[config.mk]
export PLATFORM = sky130hd
export DESIGN_NAME = pipe_reg_skid
export DESIGN_NICKNAME = d
export VERILOG_FILES = /design/src/rtl/pipe_reg_pkg.sv /design/src/rtl/pipe_reg_skid_dffe_bank.sv /design/src/rtl/pipe_reg_skid.sv
export SDC_FILE = /design/constraint.sdc
export NUM_CORES = 1
export LEC_CHECK = 0
export ABC_AREA = 0
export BUFFER_PORTS_ARGS = -buffer_cell sky130_fd_sc_hd__clkbuf_2
export CORE_MARGIN = 4
export CORE_UTILIZATION = 34
export CTS_CLUSTER_DIAMETER = 120
export DETAILED_ROUTE_END_ITERATION = 10
export HOLD_SLACK_MARGIN = 0.02
export MAX_ROUTING_LAYER = met4
export PLACE_DENSITY = 0.54
export SLEW_MARGIN = 20
export SYNTH_ARGS = -nofsm -noshare
export SYNTH_HDL_FRONTEND = slang
export SYNTH_SLANG_ARGS = --single-unit
[constraint.sdc]
create_clock -name clock -period 1.64 [get_ports clock]
set_input_delay 0.246 -clock clock [delete_from_list [all_inputs] [get_ports clock]]
set_output_delay 0.246 -clock clock [all_outputs]
set_load 0.1 [all_outputs]
[src/rtl/pipe_reg_pkg.sv]
// ============================================================================
// Module   : pipe_reg_pkg
// Purpose  : State encoding and occupancy width shared by the pipeline register.
// Revision : 1.0 - initial release
// ============================================================================
`default_nettype none

package pipe_reg_pkg;

   localparam int OCC_W = 2;

   // Encoding doubles as the occupancy count, so occupancy is the state flop itself.
   localparam logic [OCC_W-1:0] ST_EMPTY = 2'd0;
   localparam logic [OCC_W-1:0] ST_FULL  = 2'd1;
   localparam logic [OCC_W-1:0] ST_SKID  = 2'd2;

endpackage

`default_nettype wire

[src/rtl/pipe_reg_skid_dffe_bank.sv]
// ============================================================================
// Module   : dffe_bank
// Purpose  : WIDTH-bit load-enabled register with synchronous active-low reset.
// Revision : 1.0 - initial release
// ============================================================================
`default_nettype none

module dffe_bank
   import pipe_reg_pkg::*;
#(
   parameter int               WIDTH     = 64,
   parameter logic [WIDTH-1:0] RESET_VAL = '0
) (
   input  logic             i_clock,
   input  logic             i_clrN,
   input  logic             i_en,
   input  logic [WIDTH-1:0] i_d,
   output logic [WIDTH-1:0] o_q
);

   logic [WIDTH-1:0] r_q;

   always_ff @(posedge i_clock) begin
      if (!i_clrN) begin
         r_q <= RESET_VAL;
      end else if (i_en) begin
         r_q <= i_d;
      end
   end

   assign o_q = r_q;

endmodule

`default_nettype wire

[src/rtl/pipe_reg_skid.sv]
// ============================================================================
// Module   : pipe_reg_skid
// Purpose  : Valid/ready pipeline register with optional 1-entry skid buffer and flush.
// Revision : 1.0 - initial release
// ============================================================================
`default_nettype none

module pipe_reg_skid
   import pipe_reg_pkg::*;
#(
   parameter int               WIDTH     = 64,
   parameter logic [WIDTH-1:0] RESET_VAL = '0,
   parameter bit               SKID_EN   = 1'b1
) (
   input  logic             clock,
   input  logic             clr_n,
   input  logic             flush,
   input  logic             in_valid,
   output logic             in_ready,
   input  logic [WIDTH-1:0] in_data,
   output logic             out_valid,
   input  logic             out_ready,
   output logic [WIDTH-1:0] out_data,
   output logic [OCC_W-1:0] occupancy
);

   logic [OCC_W-1:0] r_state;
   logic [OCC_W-1:0] w_nextState;
   logic             w_mainLoad;
   logic             w_skidLoad;
   logic             w_outValid;
   logic             w_inReady;
   logic [WIDTH-1:0] w_skidQ;
   logic [WIDTH-1:0] w_mainD;
   logic [WIDTH-1:0] w_mainQ;

   assign w_outValid = (r_state != ST_EMPTY);

   always_ff @(posedge clock) begin
      if (!clr_n) begin
         r_state <= ST_EMPTY;
      end else begin
         r_state <= w_nextState;
      end
   end

   always_comb begin
      w_nextState = r_state;
      w_mainLoad  = 1'b0;
      w_skidLoad  = 1'b0;
      case (r_state)
         ST_EMPTY: begin
            if (in_valid) begin
               w_mainLoad  = 1'b1;
               w_nextState = ST_FULL;
            end
         end
         ST_FULL: begin
            if (in_valid && out_ready) begin
               w_mainLoad = 1'b1;
            end else if (in_valid && SKID_EN) begin
               w_skidLoad  = 1'b1;
               w_nextState = ST_SKID;
            end else if (!in_valid && out_ready) begin
               w_nextState = ST_EMPTY;
            end
         end
         ST_SKID: begin
            if (out_ready) begin
               w_mainLoad  = 1'b1;
               w_nextState = ST_FULL;
            end
         end
         default: w_nextState = ST_EMPTY;
      endcase
      // Flush squashes the in-side transfer but leaves the data flops untouched.
      if (flush) begin
         w_nextState = ST_EMPTY;
         w_mainLoad  = 1'b0;
         w_skidLoad  = 1'b0;
      end
   end

   assign w_mainD = (r_state == ST_SKID) ? w_skidQ : in_data;

   dffe_bank #(
      .WIDTH     (WIDTH),
      .RESET_VAL (RESET_VAL)
   ) u_main (
      .i_clock (clock),
      .i_clrN  (clr_n),
      .i_en    (w_mainLoad),
      .i_d     (w_mainD),
      .o_q     (w_mainQ)
   );

   generate
      if (SKID_EN) begin : g_skid
         dffe_bank #(
            .WIDTH     (WIDTH),
            .RESET_VAL (RESET_VAL)
         ) u_skid (
            .i_clock (clock),
            .i_clrN  (clr_n),
            .i_en    (w_skidLoad),
            .i_d     (in_data),
            .o_q     (w_skidQ)
         );
         // Registered ready: depends only on state, cutting the out_ready path.
         assign w_inReady = clr_n & (r_state != ST_SKID);
      end else begin : g_noSkid
         assign w_skidQ   = RESET_VAL;
         assign w_inReady = clr_n & (~w_outValid | out_ready);
      end
   endgenerate

   assign in_ready  = w_inReady;
   assign out_valid = w_outValid;
   assign out_data  = w_mainQ;
   assign occupancy = r_state;

endmodule

`default_nettype wire
==> run summary <==
Status - complete, no violations
Switching share of total power - 0.328
Filler instances - 1664
Most common flop cell mapped by yosys - dfxtp_1
Cells after synthesis - 611
DRC errors left - 0
CTS max path bufs - 2
Top cells by count, synth - dfxtp_1, a211oi_2, a21oi_1
CP Capture Type - flop
Syn Nets - 680
M3 GR Usage - 0.0531
H-Tree Depth - 4
Cell with the most instances after synthesis - dfxtp_1
First-pass GRT wire length - 29100 um
Async set-reset flop share out of synthesis - 0
Seq/Total Area, Yosys - 0.424
Clk_skew - 0.00811 ns
Routed length per instance - 19.1 um
Setup ws final - 0.0783 ns
Post-synth EDFFs - 0
TNS Setup - 0 ns
CTS Sinks - 130
Pre-CTS setup slack - 0.0873 ns
I/O Pins - 137
Clk root buf - clkbuf_16
Slew HR - 0.617
Routed vias - 5313
Dominant cell type by area after synthesis - dfxtp_1
Max rail drop VDD - 0.735 mV
Vias in the first global route - 5503
Die Wd - 142 um
GRT busiest layer - met2
Share of cells above drive strength 1 - 0.391
Layout overhead on the synthesized area - 25.9%
Critical Path Fanout Max - 65
Post-Syn Area - 0.00614 mm2
CTS tree - built
Final wirelength - 18100 um
CP bufs+invs - 1
Max-slew violations - 0
Largest net degree at the start of global routing - 66
Non-filler instance count after layout - 951
Top delay family on crit path - compound AO/OA/AOI/OAI gates
Detail Placement HPWL - 11800 um
RSZ-0062 raised after global routing - no
Die height - 142 um
Detailed Routing Iterations Pass 1 - 4
Post-layout nets - 785
Placer Congestion - 0.800
Final setup vio count - 0
Worst-Margin Slew - 0.577 ns
Number of max-cap violations - 0
TritonCTS Buffers - 17
N_diodes - 0
Met1 usage - 0.242
Critical Path Slowest Stage Cell - dfxtp_4
Pwr Density - 1200 mW/mm2
FP Rows - 48
Delay of the slowest cell on the worst path - 0.40 ns
Initial core utilization - 0.352
Minimum clock period - 1.56 ns
DR iter-0 viols - 239
Die ar. - 0.0203 mm2
Clock latency on the worst-skew pair - 0.41 ns
Clock-pin slew on the worst setup and hold paths - 0.06 ns
YS warnings - 0
Core Region - 0.0175 mm2
Drt via density - 5.59
Total Routing Usage GR - 0.185
Clock share of power - 0.402
Share of the synthesized area in the top cell type - 0.424
IO Port Bufs - 136
Max Fclk - 0.640 GHz
Cell Int Power - 6.26 mW
Hold buffers post-CTS - 0
Antenna Nets Post-Route - 0
Synth area leaders - dfxtp_1, a211oi_2, mux2i_1
Seq cells post-synth - 130
Critical path, cell by cell - mux2_4, buf_12, a211oi_1, a211oi_2
Syn_area_per_cell - 10.1 um2
CP startpoint kind - flop
Hold Fails Final Rpt - 0
Grt ovf - 0
Period utilisation layout - 0.952
Psw - 3.06 mW
Req. time, crit path - 1.93 ns
Static Leak - 3.24 nW
Core Util, Final - 0.443
Worst setup path class - flop to flop
GR Layer Usage met2 - 0.277
Post-synth cell types - 25
Initial antenna violation count - 0
Combinational share of power - 0.231
WP data arrival - 1.85 ns
Worst hold path type - primary input to flop
Power share of the sequential group - 0.367
# placed instances - 920
Min Hold Slack - 0.0791 ns
==> through the flow <==
stage	power, mW	instance area [um2]
final	9.31	7730
after global routing	9.66	7730
after floorplan	5.16	6180
after global placement	5.60	7110
after detailed placement	5.63	7110
after CTS	9.41	7730
==> tightest hold or removal path: stages <==
cell and delay [ns]:
clkbuf_2 0.09, nand3_1 0.06, a21oi_1 0.05
==> cell type report <==
| cell class | instances | area (um2) | share of cell area |
|---|---|---|---|
| multi-input combinational | 401 | 3120 | 0.403 |
| sequential | 130 | 2610 | 0.337 |
| timing repair buffer | 164 | 1130 | 0.146 |
| clock buffer | 24 | 512 | 0.0662 |
| tap | 225 | 282 | 0.0364 |
| clock inverter | 5 | 75.1 | 0.00971 |
| inverter | 2 | 10.0 | 0.00129 |
==> repair_timing <==
action | CTS | global route
hold endpoints to repair | 0 | 0
resized for setup | 3 | 2
endpoints found under the setup margin | 2 | 2
buffers inserted | 2 | 0
==> metal layers <==
| layer | share of wire | wire length, um | vias to the layer above |
|---|---|---|---|
| met5 | 0 | 0 | - |
| met4 | 0.014 | 261 | 0 |
| met3 | 0.070 | 1280 | 23 |
| met2 | 0.46 | 8250 | 182 |
| met1 | 0.46 | 8340 | 2584 |
| li1 | - | - | 2524 |
==> registers in the layout, summed over array words and instances, names as in the netlist <==
name	count
g_skid.u_skid.o_q	64
occupancy	2
u_main.o_q	64
==> layout by cell type, fill, tap and decap left out, types with 2 or more instances in the layout <==
cell / n
a211oi_1: 51
a211oi_2: 78
a21oi_1: 65
buf_12: 17
buf_4: 12
bufinv_16: 2
clkbuf_16: 18
clkbuf_2: 134
clkbuf_8: 6
clkinv_2: 3
dfxtp_1: 128
dfxtp_4: 2
mux2i_1: 64
nand2_1: 2
nand3_1: 64
o21ai_0: 64
==> power groups by stage <==
stage	logic (mW)	registers (mW)	clock network (mW)
6_report	2.15	3.42	3.74
3_3_place_gp	2.12	3.48	0
5_1_grt	2.25	3.44	3.97
3_5_place_dp	2.15	3.48	0
4_1_cts	2.16	3.42	3.83
2_1_floorplan	0.696	4.47	0
==> worst paths after layout <==
check,from,endpoint,slack (ns),depth (start not counted)
worst min-delay path,in_data[31],g_skid.u_skid.o_q[31],0.08,3
worst max register to register,occupancy[1],u_main.o_q[52],0.08,4
worst min register to register,g_skid.u_skid.o_q[3],g_skid.u_skid.o_q[3],0.47,2
worst max-delay path,occupancy[1],u_main.o_q[52],0.08,4
==> cell families after synthesis <==
logic type	synth area share
AO/OA/AOI/OAI	0.324
buffers and inverters	0.0794
flip-flops	0.424
multiplexers	0.107
AND/OR/NAND/NOR	0.0666
(Power assumes the default switching activity.)
